--- config.mk ---
export PLATFORM = sky130hd
export DESIGN_NAME = manhattan_ring_walker
export DESIGN_NICKNAME = d
export VERILOG_FILES = /design/src/rtl/mhd_pkg.sv /design/src/rtl/ring_candidate_gen.sv /design/src/rtl/manhattan_ring_walker.sv
export SDC_FILE = /design/constraint.sdc
export NUM_CORES = 1
export LEC_CHECK = 0
export CAP_MARGIN = 10
export CORE_MARGIN = 4
export CORE_UTILIZATION = 40
export CTS_CLUSTER_SIZE = 30
export DETAILED_ROUTE_END_ITERATION = 10
export GPL_ROUTABILITY_DRIVEN = 0
export GPL_TIMING_DRIVEN = 0
export PLACE_DENSITY = 0.65
export SETUP_SLACK_MARGIN = 0.3
export SLEW_MARGIN = 20
export SYNTH_ARGS = -nofsm -noshare
export SYNTH_HDL_FRONTEND = slang
export SYNTH_SLANG_ARGS = --single-unit
--- constraint.sdc ---
create_clock -name clk_i -period 5.6 [get_ports clk_i]
set_input_delay 0.56 -clock clk_i [delete_from_list [all_inputs] [get_ports clk_i]]
set_output_delay 0.56 -clock clk_i [all_outputs]
set_load 0.005 [all_outputs]
--- src/rtl/mhd_pkg.sv ---
// Shared parameters, width rules and FSM state type for the Manhattan ring walker.
package mhd_pkg;

    localparam int COORD_W_DEF = 8;

    // The radius must reach the largest Manhattan distance across the grid.
    function automatic int rad_w(input int coord_w);
        return coord_w + 1;
    endfunction

    // The point count must hold 4*(2^RAD_W-1).
    function automatic int cnt_w(input int coord_w);
        return coord_w + 3;
    endfunction

    typedef enum logic [1:0] {
        IDLE,
        GEN,
        DRAIN
    } state_e;

endpackage

--- src/rtl/ring_candidate_gen.sv ---
// Combinational ring stepper: forms the current candidate point, checks it against
// the grid, and computes the next (dx, phase) position in the enumeration.
module ring_candidate_gen
    import mhd_pkg::*;
#(
    parameter int COORD_W = COORD_W_DEF,
    parameter int RAD_W   = rad_w(COORD_W)
) (
    input  logic [COORD_W-1:0]        cx_i,
    input  logic [COORD_W-1:0]        cy_i,
    input  logic [RAD_W-1:0]          r_i,
    input  logic signed [RAD_W+1:0]   dx_i,
    input  logic                      phase_i,
    output logic [COORD_W-1:0]        x_o,
    output logic [COORD_W-1:0]        y_o,
    output logic                      in_range_o,
    output logic signed [RAD_W+1:0]   dx_next_o,
    output logic                      phase_next_o,
    output logic                      last_o
);

    localparam int SW = RAD_W + 2;

    logic signed [SW-1:0] r_s;
    logic signed [SW-1:0] cx_s;
    logic signed [SW-1:0] cy_s;
    logic signed [SW-1:0] abs_dx;
    logic signed [SW-1:0] h;
    logic signed [SW-1:0] dy;
    logic signed [SW-1:0] x_s;
    logic signed [SW-1:0] y_s;

    always_comb begin
        r_s    = $signed({2'b00, r_i});
        cx_s   = $signed({{(SW-COORD_W){1'b0}}, cx_i});
        cy_s   = $signed({{(SW-COORD_W){1'b0}}, cy_i});
        abs_dx = dx_i[SW-1] ? -dx_i : dx_i;
        h      = r_s - abs_dx;
        dy     = phase_i ? h : -h;
        x_s    = cx_s + dx_i;
        y_s    = cy_s + dy;

        // In range exactly when no sign bit and no bits above the coordinate width.
        in_range_o = (x_s[SW-1:COORD_W] == '0) && (y_s[SW-1:COORD_W] == '0);
        x_o        = x_s[COORD_W-1:0];
        y_o        = y_s[COORD_W-1:0];

        // The apexes (h == 0) have a single point, so their +h phase is skipped.
        if (!phase_i && (h != '0)) begin
            phase_next_o = 1'b1;
            dx_next_o    = dx_i;
        end else begin
            phase_next_o = 1'b0;
            dx_next_o    = dx_i + SW'(1);
        end

        last_o = (dx_i == r_s) && (phase_i || (h == '0));
    end

endmodule

--- src/rtl/manhattan_ring_walker.sv ---
// Streams every in-grid point at Manhattan distance r from (cx,cy) over valid/ready,
// one candidate per cycle, with a run point counter and a done pulse.
module manhattan_ring_walker
    import mhd_pkg::*;
#(
    parameter int COORD_W = COORD_W_DEF,
    parameter int RAD_W   = rad_w(COORD_W),
    parameter int CNT_W   = cnt_w(COORD_W)
) (
    input  logic               clk_i,
    input  logic               rst_ni,
    input  logic               start_i,
    input  logic [COORD_W-1:0] cx_i,
    input  logic [COORD_W-1:0] cy_i,
    input  logic [RAD_W-1:0]   radius_i,
    output logic               busy_o,
    output logic               out_valid_o,
    input  logic               out_ready_i,
    output logic [COORD_W-1:0] out_x_o,
    output logic [COORD_W-1:0] out_y_o,
    output logic               done_o,
    output logic [CNT_W-1:0]   point_count_o
);

    localparam int SW = RAD_W + 2;

    state_e               state_q, state_d;
    logic [COORD_W-1:0]   cx_q, cx_d;
    logic [COORD_W-1:0]   cy_q, cy_d;
    logic [RAD_W-1:0]     r_q, r_d;
    logic signed [SW-1:0] dx_q, dx_d;
    logic                 phase_q, phase_d;
    logic                 out_valid_q, out_valid_d;
    logic [COORD_W-1:0]   out_x_q, out_x_d;
    logic [COORD_W-1:0]   out_y_q, out_y_d;
    logic                 done_q, done_d;
    logic [CNT_W-1:0]     cnt_q, cnt_d;

    logic [COORD_W-1:0]   cand_x;
    logic [COORD_W-1:0]   cand_y;
    logic                 cand_in_range;
    logic signed [SW-1:0] cand_dx_next;
    logic                 cand_phase_next;
    logic                 cand_last;
    logic                 handshake;
    logic                 advance;

    ring_candidate_gen #(
        .COORD_W (COORD_W),
        .RAD_W   (RAD_W)
    ) u_cand (
        .cx_i         (cx_q),
        .cy_i         (cy_q),
        .r_i          (r_q),
        .dx_i         (dx_q),
        .phase_i      (phase_q),
        .x_o          (cand_x),
        .y_o          (cand_y),
        .in_range_o   (cand_in_range),
        .dx_next_o    (cand_dx_next),
        .phase_next_o (cand_phase_next),
        .last_o       (cand_last)
    );

    always_ff @(posedge clk_i or negedge rst_ni) begin
        if (!rst_ni) begin
            state_q     <= IDLE;
            cx_q        <= '0;
            cy_q        <= '0;
            r_q         <= '0;
            dx_q        <= '0;
            phase_q     <= 1'b0;
            out_valid_q <= 1'b0;
            out_x_q     <= '0;
            out_y_q     <= '0;
            done_q      <= 1'b0;
            cnt_q       <= '0;
        end else begin
            state_q     <= state_d;
            cx_q        <= cx_d;
            cy_q        <= cy_d;
            r_q         <= r_d;
            dx_q        <= dx_d;
            phase_q     <= phase_d;
            out_valid_q <= out_valid_d;
            out_x_q     <= out_x_d;
            out_y_q     <= out_y_d;
            done_q      <= done_d;
            cnt_q       <= cnt_d;
        end
    end

    // The generator only moves when the output register is empty or draining this cycle.
    always_comb begin
        state_d     = state_q;
        cx_d        = cx_q;
        cy_d        = cy_q;
        r_d         = r_q;
        dx_d        = dx_q;
        phase_d     = phase_q;
        out_valid_d = out_valid_q;
        out_x_d     = out_x_q;
        out_y_d     = out_y_q;
        done_d      = 1'b0;
        cnt_d       = cnt_q;

        handshake = out_valid_q && out_ready_i;
        advance   = (state_q == GEN) && (!out_valid_q || out_ready_i);

        if (handshake) begin
            out_valid_d = 1'b0;
            cnt_d       = cnt_q + CNT_W'(1);
        end

        if (advance && cand_in_range) begin
            out_valid_d = 1'b1;
            out_x_d     = cand_x;
            out_y_d     = cand_y;
        end

        case (state_q)
            IDLE: begin
                // A start coinciding with the done pulse belongs to the finished run.
                if (start_i && !done_q) begin
                    cx_d    = cx_i;
                    cy_d    = cy_i;
                    r_d     = radius_i;
                    dx_d    = -$signed({2'b00, radius_i});
                    phase_d = 1'b0;
                    cnt_d   = '0;
                    state_d = GEN;
                end
            end
            GEN: begin
                if (advance) begin
                    dx_d    = cand_dx_next;
                    phase_d = cand_phase_next;
                    if (cand_last) begin
                        state_d = DRAIN;
                    end
                end
            end
            DRAIN: begin
                if (!out_valid_q || out_ready_i) begin
                    state_d = IDLE;
                    done_d  = 1'b1;
                end
            end
            default: begin
                state_d = IDLE;
            end
        endcase
    end

    assign busy_o        = (state_q != IDLE);
    assign out_valid_o   = out_valid_q;
    assign out_x_o       = out_x_q;
    assign out_y_o       = out_y_q;
    assign done_o        = done_q;
    assign point_count_o = cnt_q;

endmodule

# Word level (Yosys, flattened, before mapping)
# Cells that the tools add are included.
[op_classes]
n_eq_ne = 8
n_addsub = 8
muxes = 22
n_reduce_logical = 24
[ops]
columns = ["cell", "n"]
rows = [
  ["two-way mux 11 bit", 8],
  ["adder 9 x 11 -> 11 bit", 2],
  ["negator 11 bit", 2],
  ["one-hot mux 11 bit (2 select lines)", 1],
  ["adder 11 x 1 -> 11 bit (second input constant)", 1],
  ["adder 11 x 2 -> 11 bit (second input constant)", 1],
  ["equality test 11 x 10 -> 1 bit", 1],
  ["logical NOT 11 bit", 1],
  ["negator 9 -> 11 bit", 1],
  ["nonzero test 11 bit", 1],
  ["subtractor 10 x 11 -> 11 bit", 1],
  ["!= test 2 bit (second input constant)", 5],
  ["two-way mux 2 bit", 4],
  ["AND reduction 4 bit", 2],
  ["logical AND 1 bit", 7],
  ["two-way mux 1 bit", 7],
  ["logical NOT 3 bit", 2],
  ["one-hot mux 2 bit (3 select lines)", 1],
  ["nonzero test 2 bit", 3],
  ["logical NOT 1 bit", 3],
  ["AND reduction 3 bit", 1],
  ["equality test 2 x 1 -> 1 bit (second input constant)", 1],
  ["equality test 2 bit (second input constant)", 1],
  ["logical NOT 2 bit", 1],
  ["other kinds (3)", 4],
]
[totals]
wordCells = 73
inputBits = 29
out_inout_bits = 30
register_bits = 68

# Logic depth before layout (Yosys ltp)
# Gate-level depths: netlist of run 1.
[depth]
depth_word = 10
mapped_depth = 22
ltp_nobuf = 21

# Cells and area by module
# From an unflattened synthesis of run 1, not the netlist that was laid out.
[unflattened]
hier_cells = 509
hier_area_um2 = 4897.2
[modules_own_cells]
columns = ["module", "n_inst", "seq_area_each_um2", "area_each_um2", "cells_each"]
rows = [
  ["manhattan_ring_walker", 1, 1701.6, 2932.8, 234],
  ["ring_candidate_gen", 1, 0.0, 1964.4, 275],
]

# Worst setup path before layout of run 1
# OpenSTA, ideal clock, no wires.
[synth_timing]
kind = "register to register"
startpoint = "register dx_q[1]"
endpoint = "register out_x_q[0] (netlist: out_x_o[0])"
required_ns = 5.475
setup_ns = 0.125
stages_incl_launch_ff = 22
period_less_slack_ns = 4.611
arrival_ns = 4.486
slack_ns = 0.989
path_buffers = 1
path_cell_list = "dfrtp_1 inv_1 ha_1 nand2_1 o21ai_0 xor2_1 ha_1 or2_2 o311a_1 nor3_1 nor3_1 nor2_1 xnor2_1 ha_1 or2_2 a21oi_1 a21oi_1 nand2_1 and4bb_1 o31ai_4 buf_8 mux2_4"
[synth_via]
elab_chain_cells = 9
word_cells_on_any_way = 11
cone_classes = "add/sub (5); mux (2); reduce/logical (4)"
[synth_rtl]
columns = ["item", "line", "text"]
rows = [
  ["start: declaration", "manhattan_ring_walker.sv:31", "logic signed [SW-1:0] dx_q, dx_d;"],
  ["start signal: assignment", "manhattan_ring_walker.sv:71", "dx_q <= '0;"],
  ["start signal: assignment", "manhattan_ring_walker.sv:83", "dx_q <= dx_d;"],
  ["negator 11 bit", "ring_candidate_gen.sv:37", "abs_dx = dx_i[SW-1] ? -dx_i : dx_i;"],
  ["two-way mux 11 bit", "ring_candidate_gen.sv:37", ""],
  ["subtractor 10 x 11 -> 11 bit", "ring_candidate_gen.sv:38", "h = r_s - abs_dx;"],
  ["negator 11 bit", "ring_candidate_gen.sv:39", "dy = phase_i ? h : -h;"],
  ["two-way mux 11 bit", "ring_candidate_gen.sv:39", ""],
  ["adder 9 x 11 -> 11 bit", "ring_candidate_gen.sv:41", "y_s = cy_s + dy;"],
  ["logical NOT 3 bit", "ring_candidate_gen.sv:44", "in_range_o = (x_s[SW-1:COORD_W] == '0) && (y_s[SW-1:COORD_W] == '0);"],
  ["logical AND 1 bit (*)", "ring_candidate_gen.sv:44", ""],
  ["logical AND 1 bit (*)", "manhattan_ring_walker.sv:115", "if (advance && cand_in_range) begin"],
  ["end signal: assignment", "manhattan_ring_walker.sv:86", "out_x_q <= out_x_d;"],
  ["end: declaration", "manhattan_ring_walker.sv:34", "logic [COORD_W-1:0] out_x_q, out_x_d;"],
]
# Mark *: on every way between the ends. The rest lies on a longest branch, timed or not.
# A chain may end at the register's enable or synchronous reset.

# Final worst setup path of run 1
[layout_timing]
startpoint = "register dx_q[1]"
endpoint = "register out_y_q[4] (netlist: out_y_o[4])"
[layout_via]
elab_chain_cells = 9
word_cells_on_any_way = 11
cone_classes = "add/sub (5); mux (2); reduce/logical (4)"
[layout_rtl]
columns = ["item", "line", "text"]
rows = [
  ["negator 11 bit", "ring_candidate_gen.sv:37", ""],
  ["two-way mux 11 bit", "ring_candidate_gen.sv:37", ""],
  ["subtractor 10 x 11 -> 11 bit", "ring_candidate_gen.sv:38", ""],
  ["negator 11 bit", "ring_candidate_gen.sv:39", ""],
  ["two-way mux 11 bit", "ring_candidate_gen.sv:39", ""],
  ["adder 9 x 11 -> 11 bit", "ring_candidate_gen.sv:41", ""],
  ["logical NOT 3 bit", "ring_candidate_gen.sv:44", ""],
  ["logical AND 1 bit", "ring_candidate_gen.sv:44", ""],
  ["logical AND 1 bit", "manhattan_ring_walker.sv:115", ""],
  ["end signal: assignment", "manhattan_ring_walker.sv:87", "out_y_q <= out_y_d;"],
  ["end: declaration", "manhattan_ring_walker.sv:35", "logic [COORD_W-1:0] out_y_q, out_y_d;"],
]
# Several ways; a longest one is shown, not always the timed one.

==> results of run 1 <==
-- flip-flops by register name, indices dropped and copies added, names as in the netlist --
register and flops:
state_q 2, cx_q 8, out_valid_o 1, out_y_o 8, phase_q 1, done_o 1, cy_q 8, r_q 9
point_count_o 11, dx_q 11, out_x_o 8
-- metrics by stage --
stage	hold slack (ps)	instances	instance area (um^2)
final	96.9	706	5940
after detailed placement	448	690	5580
after floorplan	264	488	4790
after CTS	93.0	706	5910
after global routing	106	706	5940
after global placement	491	689	5550
-- worst reg2reg max path: cells and delay by family (launching register included) --
kind	cells	cell delay [ps]
buf+inv	2	370
mux	1	340
simple gates	8	1580
compound gates	5	990
fa+ha+maj	3	800
flops	1	460
xor+xnor	2	360
-- cells by family after synthesis --
kind of cell,count (synthesis),synth area share [%]
AO/OA/AOI/OAI,108,14.8
XOR/XNOR,55,10.7
adder cells (fa/ha/maj),33,9.08
buffers and inverters,41,4.54
flip-flops,68,35.5
multiplexers,39,9.73
AND/OR/NAND/NOR,144,15.7
-- worst paths after layout --
kind,from,to,slack [ps],cells after the start
max in group asynchronous,rst_ni,cy_q[4]$_DFFE_PN0P_,4960,2
worst max-delay path,dx_q[1]$_DFFE_PN0P_,out_y_o[4]$_DFFE_PN0P_,600,21
worst min-delay path,rst_ni,cx_q[6]$_DFFE_PN0P_,100,1
worst max register to register,dx_q[1]$_DFFE_PN0P_,out_y_o[4]$_DFFE_PN0P_,600,21
worst min register to register,out_y_o[3]$_DFFE_PN0P_,out_y_o[3]$_DFFE_PN0P_,510,1
min in group clk_i,out_y_o[3]$_DFFE_PN0P_,out_y_o[3]$_DFFE_PN0P_,510,1
-- metal layers --
layer / up-vias / GRT usage [%] / share of wire (%)
li1: 1874 / - / -
met4: 0 / 6.52 / 2.4
met1: 1872 / 23.2 / 48
met3: 28 / 3.75 / 4.7
met2: 111 / 25.9 / 45
met5: - / 0 / 0
-- cells in the mapped netlist, drive strengths merged, types with 4 or more instances --
library cell and number:
a31oi 6, xor2 22, inv 22, nand2b 8, nor2 27, buf 5, and3 4, a21o 9
or2 5, nand2 39, ha 30, o21ai 27, nor4 4, o31ai 4, xnor2 33, or3 4
or4 5, dfrtp 68, clkbuf 14, nor2b 7, mux2 37, nor3 10, nand3 15, a21oi 34
o22ai 4, nand4 5
-- timing repair --
item,in CTS,in global routing
hold buffers,0,0
pin swaps,1,0
endpoints found under the setup margin,9,17
gates resized for setup,1,8
buffers inserted,2,0
-- final cells by class --
class	count	area, um^2	area share (%)
Multi-Input combinational cell	379	2910	49.0
Sequential cell	68	1700	28.7
Timing Repair Buffer	61	621	10.5
Clock buffer	12	246	4.15
Tap cell	143	179	3.01
Buffer	19	136	2.30
Inverter	22	82.6	1.39
Clock inverter	2	60.1	1.01
==> impl_metrics.py, run 1 <==
metrics = {
    "worst_setup_path": {
        "crit_required_ps": 5810,
        "endpoint_kind": "register",
        "critPathMaxStageDelay_ps": 460,
        "path_buf_inv": 2,
        "crit_slowest_cell": "dfrtp_1",
        "worst-path-max-fanout": 6,
        "crit_chain": "inv_2 -> ha_1 -> nand2_1 -> o21ai_0 -> xor2_1 -> ha_1 -> or2_2 -> o311a_1 -> nor3_4 -> nor3_2 -> nor2_1 -> xnor2_1 -> ha_1 -> or2_2 -> a21oi_1 -> a21oi_1 -> nand2_1 -> and4bb_1 -> o31ai_4 -> buf_4 -> mux2_2",
        "worst-setup-path-type": "register to register",
        "start_kind": "register",
        "worstPathArrival_ps": 5210,
        "cp_common_cell": "ha_1",
        "crit_family": "simple AND/OR/NAND/NOR gates",
    },
    "synth": {
        "async_flop_share_pct": 100,
        "synthesis.nets": 550,
        "syn_area_um2": 4790,
        "synth-main-ff-cell": "dfrtp_1",
        "syn-instance-count": 488,
        "synth.largest_area_cell": "dfrtp_1",
        "yosysWarnings": 0,
        "synthDistinctLibCells": 64,
        "syn_avg_cell_area_um2": 9.82,
        "synth_enable_flop_cells": 0,
        "synth_top_area_share_pct": 35.5,
        "synthTopCellsByArea": "dfrtp_1, ha_1, mux2_2, xnor2_1, xor2_1",
        "ys_seq_area_share_pct": 35.5,
        "ys_ff_latch": 68,
    },
    "die": {
        "core_um2": 11600,
        "die_h_um": 117,
        "initial_core_util_pct": 41.5,
        "placementRows": 39,
        "dieArea_um2": 13800,
        "die_w_um": 117,
        "io_pins": 59,
    },
    "timing": {
        "slew_headroom_pct": 38.5,
        "hold_violations": 0,
        "skew_ps": 7.84,
        "rsz0062_at_grt": "no",
        "setup-violations-final": 0,
        "fmax_mhz": 200,
        "drv_slew": 0,
        "fin_crit_sh_pct": 89.4,
        "post-route-min-period_ps": 5000,
        "worstMarginPinSlew_ps": 920,
        "setup_ws_ps": 596,
        "setup_tns_ps": 0,
    },
    "worst_hold_path": {
        "hp-class": "input pin to asynchronous set/reset pin",
    },
    "run": {
        "maxCapViolations": 0,
    },
    "grt": {
        "grt_use_total_pct": 16.8,
        "grt_pass1_vias": 3878,
        "gr-total-overflow": 0,
        "antenna_found_initial": 0,
        "grt_start_max_net_pins": 53,
        "grt_pass1_wl_um": 19200,
    },
    "clock_network": {
        "cts.sinks": 68,
        "cts_max_level": 3,
        "cts_inserted_buffers": 9,
        "cts_tree": "built",
        "clk_pin_slew_ps": 50,
        "clockBufferDepth": 2,
        "cts_root_buffer": "clkbuf_16",
        "clk_latency_ps": 330,
    },
    "route": {
        "drt_iter0_drc": 273,
        "drtAntennaViolNets": 0,
        "post_drt_wl_per_cell_um": 16.4,
        "wl_um": 11600,
        "vias_per_cell": 5.50,
        "drc": 0,
        "drtPass1Iterations": 5,
        "route.vias.total": 3885,
    },
    "final_layout": {
        "synthToLayoutAreaGrowth_pct": 23.8,
        "layout_commonest_cell": "dfrtp_1",
        "utilization_pct": 51.3,
        "diodes": 0,
        "num-nets-final": 622,
        "n_fill_cell": 1056,
        "drive_above_1_share_pct": 14.9,
        "layout_common_cells": "dfrtp_1, clkdlybuf4s50_1, nand2_1, a21oi_1",
    },
    "place": {
        "dp_hpwl_um": 8670,
        "portBuffers": 58,
        "dp_slack_ps": 163,
    },
    "status": {
        "status": "finished clean",
    },
}
Power of run 1 is not shown: default switching activity piles up to over one toggle a cycle in this logic, so the estimate is an artifact.
==> inputs of run 2 (changes only) <==
--- a/config.mk
+++ b/config.mk
@@ -6,11 +6,9 @@
 export NUM_CORES = 1
 export LEC_CHECK = 0
 export CAP_MARGIN = 10
-export CORE_MARGIN = 4
 export CORE_UTILIZATION = 40
 export CTS_CLUSTER_SIZE = 30
 export DETAILED_ROUTE_END_ITERATION = 10
-export GPL_ROUTABILITY_DRIVEN = 0
 export GPL_TIMING_DRIVEN = 0
 export PLACE_DENSITY = 0.65
 export SETUP_SLACK_MARGIN = 0.3
==> run 2 against run 1 <==
Compared with the run above:
- clock-buffer cell count shrank 1
- the flow now finishes with violations (DRC)
- routed wire length shrank 2.7%
- largest cell class unchanged
- critical endpoint unchanged
- register-to-register slack gained 40 ps
- die area shrank 10%
- highest routed layer unchanged
- critical path type unchanged
- worst setup slack gained 45 ps
==> impl_metrics.py, run 2 (synthesis results as in run 1) <==
metrics = {
    "place": {
        "portBuffers": 58,
        "dp_slack_ps": 135,
        "dp_hpwl_um": 8560,
        "place.gp.congestion": 0.903,
    },
    "final_layout": {
        "drive_above_1_share_pct": 15.2,
        "synthToLayoutAreaGrowth_pct": 23.4,
        "layout_common_cells": "dfrtp_1, clkdlybuf4s50_1, nand2_1, a21oi_1",
        "diodes": 0,
        "n_fill_cell": 1069,
        "num-nets-final": 622,
        "layout_commonest_cell": "dfrtp_1",
    },
    "timing": {
        "setup_tns_ps": 0,
        "hold_violations": 0,
        "post-route-min-period_ps": 4960,
        "setup-violations-final": 0,
        "rsz0062_at_grt": "no",
        "fmax_mhz": 202,
        "slew_headroom_pct": 34.8,
        "drv_slew": 0,
        "worstMarginPinSlew_ps": 976,
        "skew_ps": 10.0,
        "fin_crit_sh_pct": 88.5,
        "setup_ws_ps": 641,
    },
    "worst_hold_path": {
        "hp-class": "input pin to asynchronous set/reset pin",
    },
    "grt": {
        "grt_pass1_wl_um": 19100,
        "grt_start_max_net_pins": 53,
        "grt_use_total_pct": 19.5,
        "gr-total-overflow": 0,
        "antenna_found_initial": 0,
        "grt_pass1_vias": 3935,
    },
    "clock_network": {
        "cts_max_level": 3,
        "clk_pin_slew_ps": 50,
        "cts_root_buffer": "clkbuf_16",
        "cts_tree": "built",
        "clk_latency_ps": 340,
        "clockBufferDepth": 2,
        "cts.sinks": 68,
        "cts_inserted_buffers": 9,
    },
    "run": {
        "maxCapViolations": 0,
    },
    "worst_setup_path": {
        "start_kind": "register",
        "worst-path-max-fanout": 6,
        "rrSetupSlack_ps": 640,
        "worstPathArrival_ps": 5170,
        "worst-setup-path-type": "register to register",
        "crit_required_ps": 5810,
        "endpoint_kind": "register",
    },
    "die": {
        "die_w_um": 111,
        "placementRows": 39,
        "io_pins": 59,
        "dieArea_um2": 12400,
        "core_um2": 11600,
        "initial_core_util_pct": 41.5,
        "die_h_um": 111,
    },
    "status": {
        "status": "complete, but fails checks",
        "violations": "DRC",
    },
    "route": {
        "drt_iter0_drc": 195,
        "drtAntennaViolNets": 0,
        "route.vias.total": 3830,
        "post_drt_wl_per_cell_um": 15.9,
        "wl_um": 11300,
        "drc": 6,
        "vias_per_cell": 5.42,
        "drtPass1Iterations": 7,
    },
}
[run 2: area by class of cell]
cell class / instances / area, um^2 / share of cell area (%)
clock inverters: 4 / 51.3 / 0.867
flip-flops and latches: 68 / 1700 / 28.8
repair buffers: 61 / 621 / 10.5
well taps: 143 / 179 / 3.02
clock buffers: 11 / 233 / 3.93
inverters: 22 / 82.6 / 1.40
multi-input cells: 379 / 2910 / 49.2
plain buffers: 19 / 136 / 2.30
[run 2: worst paths after layout]
| path | from | to | cells after the start |
|---|---|---|---|
| max in group asynchronous | rst_ni | out_y_o[4]$_DFFE_PN0P_ | 2 |
| min in group clk_i | out_y_o[2]$_DFFE_PN0P_ | out_y_o[2]$_DFFE_PN0P_ | 1 |
| max | dx_q[1]$_DFFE_PN0P_ | out_y_o[4]$_DFFE_PN0P_ | 21 |
| min | rst_ni | point_count_o[5]$_DFF_PN0_ | 1 |
| max reg2reg | dx_q[1]$_DFFE_PN0P_ | out_y_o[4]$_DFFE_PN0P_ | 21 |
| min reg2reg | out_y_o[2]$_DFFE_PN0P_ | out_y_o[2]$_DFFE_PN0P_ | 1 |
[run 2: per-layer routing]
layer / routed length [um] / global-route usage, % / up-vias
met4: 183 / 7.21 / 0
met1: 5420 / 26.4 / 1850
met3: 460 / 4.19 / 14
met5: 0 / 0 / -
met2: 5190 / 30.6 / 90
li1: - / - / 1876
[run 2: repair_timing]
action                                  CTS  global route
hold buffers                              0             0
resized for setup                         1            10
hold endpoints to repair                  0             0
pin swaps                                 1             0
endpoints found under the setup margin   16            17
setup buffers                             2             0
[run 2: metrics by stage]
stage	cells	hold slack (ps)	area, um^2	util [%]
floorplan	488	264	4790	-
CTS	707	89.2	5880	50.9
global placement	689	490	5550	48.0
finish	707	86.1	5920	51.2
global route	707	94.6	5920	51.2
detailed placement	690	450	5580	48.2
[run 2: worst max-delay path: stages (launching register included)]
cell and delay (ps):
dfrtp_1 450, inv_2 150, ha_1 200, nand2_1 140, o21ai_1 180, xor2_1 190, ha_1 320, or2_2 320
o311a_1 170, nor3_4 280, nor3_2 90, nor2_1 130, xnor2_1 150, ha_1 290, or2_2 300, a21oi_1 200
a21oi_1 100, nand2_1 80, and4bb_1 240, o31ai_4 310, buf_4 220, mux2_2 340
Power of run 2 is left out for the same reason.
